<file path="src/rtl/my_top_level.sv">
// Registered WIDTH-bit adder with a LATENCY-deep output delay line.
// Define MY_TOP_LEVEL_SAT_EN to saturate on carry-out instead of wrapping.
module my_top_level #(
    parameter int WIDTH   = 8,
    parameter int LATENCY = 1
) (
    input  logic             clk,
    input  logic             reset,
    input  logic [WIDTH-1:0] io_A,
    input  logic [WIDTH-1:0] io_B,
    output logic [WIDTH-1:0] io_X
);

    logic [WIDTH:0]   sum;
    logic [WIDTH-1:0] result;
    logic [WIDTH-1:0] pipe [LATENCY];

    assign sum = {1'b0, io_A} + {1'b0, io_B};

`ifdef MY_TOP_LEVEL_SAT_EN
    assign result = sum[WIDTH] ? {WIDTH{1'b1}} : sum[WIDTH-1:0];
`else
    // Carry is dropped in wrap mode; kept as a named sink so the unused bit is intentional.
    logic unused_carry;
    assign unused_carry = sum[WIDTH];
    assign result       = sum[WIDTH-1:0];
`endif

    always_ff @(posedge clk) begin
        if (reset) begin
            for (int i = 0; i < LATENCY; i++) begin
                pipe[i] <= '0;
            end
        end else begin
            pipe[0] <= result;
            for (int i = 1; i < LATENCY; i++) begin
                pipe[i] <= pipe[i-1];
            end
        end
    end

    assign io_X = pipe[LATENCY-1];

endmodule

</file>
<file path="config.mk">
export PLATFORM = sky130hd
export DESIGN_NAME = my_top_level
export DESIGN_NICKNAME = d
export VERILOG_FILES = /design/src/rtl/my_top_level.sv
export SDC_FILE = /design/constraint.sdc
export NUM_CORES = 1
export LEC_CHECK = 0
export BUFFER_PORTS_ARGS = -buffer_cell sky130_fd_sc_hd__clkbuf_2
export CAP_MARGIN = 15
export CORE_AREA = 2 2 39 41
export DETAILED_ROUTE_END_ITERATION = 6
export DIE_AREA = 0 0 41 43
export PLACE_DENSITY = 0.71
export SYNTH_ARGS = -nofsm -noshare
export SYNTH_HDL_FRONTEND = slang
export SYNTH_SLANG_ARGS = --single-unit
</file>
<file path="constraint.sdc">
create_clock -name clk -period 1.6 [get_ports clk]
set_clock_uncertainty 0.1 [all_clocks]
set_input_delay 0.08 -clock clk [delete_from_list [all_inputs] [get_ports clk]]
set_output_delay 0.08 -clock clk [all_outputs]
set_load 0.02 [all_outputs]
</file>
Word-level counts from Yosys, hierarchy flattened --
Memory sizes are Yosys's and may differ from the RTL's. Index checks and enable logic that the tools add are counted.
Storage, ports and cells: bits in read-only memories 0, bits in writable memories 8, register bits after elaboration 0, bits in latches 0, output and inout port bits 8, bits of input ports 18, memories kept 1
Memories:
- pipe | words 1, bits a word 8, rd ports 1, clocked after Yosys merged registers in 0, write ports 1, RTL line 16 | logic [WIDTH-1:0] pipe [LATENCY];
Operators by class: $add $sub $neg 1, shift-type cells 0, equality and inequality tests 0, muxes and demuxes 5, magnitude comparators 0, $mul 0, bitwise logic cells 0, reduce and logical (&&, ||, !) cells 1, divide/modulo/power cells 0
Operators with widths (count):
- 8-bit adder | 1
- 8-bit two-way mux | 1
- 8-bit OR reduction | 1
- 1-bit two-way mux | 4

Depth between registers and ports, before layout --
depth in word-level cells 3, gate-level depth with buffers 7, mapped depth without buffers 7

Least setup slack after synthesis --
OpenSTA, ideal clock, no wires.
path type input to register, start input io_A[1], end memory pipe[0][5], setup time 73 ps, arrival time 1254 ps, setup slack 173 ps, stages on the path 5, cells stage by stage ha_1 a211oi_2 nor2_1 or4_1 o211ai_2
Between the ends: word-level cells in the longest chain between the ends 2
Ends and longest elaborated chain:
- start, declared | RTL line 9 | input logic [WIDTH-1:0] io_A,
- 8-bit adder | RTL line 18 | assign sum = {1'b0, io_A} + {1'b0, io_B};
- 8-bit two-way mux (no source line)
- end, declared | RTL line 16
Every way passes these cells.

Final worst setup path --
start input io_A[0], end memory pipe[0][6]
The elaborated chain is that of the path after synthesis.

==> impl_results.md <==
* Outcome: finished clean
* Most common cell after layout, fill and taps aside: clkbuf_2
* Switching power share of the total at 30.7%
* Die span in x at 41 µm
* Syn. warnings at 0
* Port Buffer Count at 25
* Initial core utilization at 38.5%
* Critical path launch point type: primary input
* Critical Path RT at 1.67 ns
* Launch point of the worst path: io_A[0]
* Clk slew on worst S/H paths at 0.05 ns
* Hold Crit Class: in2reg
* CTS H-tree depth at 1
* CTS root buf: clkbuf_4
* CP Capture Type: register
* Clock power share at 26.1%
* Leakage at 0.364 nW
* Number of diodes at 0
* Combinational Power Share at 34.4%
* GRT Util Overall at 14.6%
* Kind of critical path: in2reg
* Reg area at 160 µm²
* Die Area at 1760 µm²
* Average size of a mapped cell at 9.19 µm²
* Setup TNS at 0 ns
* Row Count at 14
* Fill count at 127
* Hold Startpoint: reset
* Initial antenna violation count at 0
* WL final at 1.02 mm
* Sequential Power Share at 39.5%
* Hold-fix buffers, CTS at 0
* Vias in the first global route at 458
* Mapped Nets at 84
* Top cells by area, synth: dfxtp_1 30%, ha_1 16%, nor3_1 5.6%
* Max clock buf depth at 2
* Final ANT Viol Nets at 0
* Post-synthesis sequential area ratio at 30.0%
* DRC at 0
* Tmin final at 1.36 ns
* # setup viols final at 0
* DPL Wire Length at 856 µm
* Core area at 1380 µm²
* Post-CTS resize count at 0
* Register bit total from synthesis at 8
* Cells after synthesis at 58
* Synth top area share at 30.0%
* Max-cap violations at 0
* CTS Buf Count at 3
* Maximum fanout along the worst path at 3
* RePlAce Congestion at 0.783
* Biggest regs: pipe x8
* Fraction of layout cells with a size suffix above 1 at 39.1%
* RSZ-0062 raised after global routing: false
* Die Y-Extent at 43 µm
* CTS tree: yes
* Actual slew at the worst max-slew pin at 0.241 ns
* Fmax at 737 MHz
* Grt ovf at 0
* Post-Syn Area at 533 µm²
* Count of cell types in the netlist at 26
* Final Hold Fails at 0
* Arrival @ worst endpoint at 1.43 ns
* Largest register by flop count: pipe
* Net switching power at 0.177 mW
* Nets at 115
* Most frequent cells in the layout: 25 x clkbuf_2, 8 x dfxtp_1, 7 x ha_1
* VDD IR max at 0.000215 V
* Pwr Density at 808 nW/µm²
* Vias at 515
* Postcts setup bufs at 0
* Starting DRT DRC Count at 8
* Length of the first detailed-routing pass in iterations at 3
* Internal Power at 0.398 mW
* Final slew viol count at 0
* Largest register FFs at 8
* Vias per inst at 5.00
* Multi-input gate area at 357 µm²
* Layout area overhead at 33.3%
* Sink Count at 8
* Avg WL per Cell at 9.86 µm
* Area leader, netlist: dfxtp_1
* Largest net degree at the start of global routing at 12
* Crit share post-route at 84.8%
* Ports at 26
* Slew margin rel. at 83.8%
* Global-route wire length before repair at 1.75 mm
* Fin util at 51.4%
-- cell families (layout without fill, tap and decap cells) --
family                   after synthesis  count (layout)  share of synthesized area (%)
buffers and inverters                  4              33                           3.05
AND/OR/NAND/NOR                       20              20                           21.6
XOR/XNOR                               1               1                           1.64
flip-flops                             8               8                           30.0
adder cells (fa/ha/maj)                8               8                           20.2
AO/OA/AOI/OAI                         17              17                           23.5
-- final cells by class --
type	instances	area share [%]
Sequential cell	8	22.5
Tap cell	16	2.82
Multi-Input combinational cell	46	50.2
Timing Repair Buffer	27	19.7
Inverter	3	1.58
Clock buffer	3	3.17
-- cells in the mapped netlist --
master	count
buf_2	1
o211ai_2	1
nor3_1	6
o21ai_0	2
nand2_1	1
xnor2_1	1
o211a_1	1
nor3b_1	1
a21oi_1	3
or3b_2	2
inv_1	3
nor2b_1	3
nor2_1	3
or3_1	1
ha_1	7
a211oi_1	1
nand3_1	1
or2b_1	1
fa_1	1
a21o_1	2
dfxtp_1	8
or4_1	1
o21ai_1	2
a211oi_2	1
o21a_1	2
o31a_1	2
-- metal layers --
metal  GRT usage, %  up-vias  share of wire, %
li1               -      272                 -
met1           18.6      223                45
met2           20.6       17                48
met3           3.14        3               4.7
met4           10.0        0               2.2
met5              0        -                 0
-- per-stage QoR --
step,worst slack [ns],cell area (µm²),cells,hold slack [ns],power (mW)
finish,0.242,711,103,0.0303,0.574
global route,0.0896,711,103,0.0690,0.615
CTS,0.238,711,103,0.0354,0.579
detailed placement,-0.0185,688,100,0.301,0.430
global placement,-0.0219,688,100,0.292,0.427
floorplan,0.173,533,58,0.190,0.365
-- worst paths after layout --
check / to / cells after the start
max: pipe[0][6]$_SDFF_PP0_ / 8
min: pipe[0][7]$_SDFF_PP0_ / 2
-- power groups by stage --
stage | Sequential, mW | Combinational [mW] | Clock, mW
floorplan | 0.261 | 0.104 | 0
global route | 0.230 | 0.223 | 0.162
finish | 0.227 | 0.197 | 0.150
detailed placement | 0.231 | 0.198 | 0
CTS | 0.227 | 0.199 | 0.153
global placement | 0.231 | 0.196 | 0
-- critical path: stages --
cell,delay [ns]
clkbuf_2,0.08
ha_1,0.20
inv_1,0.07
fa_1,0.38
nor2b_1,0.20
o31a_1,0.17
nor3_1,0.05
nor3b_1,0.20
No activity file was read; power rests on OpenSTA's default activity.
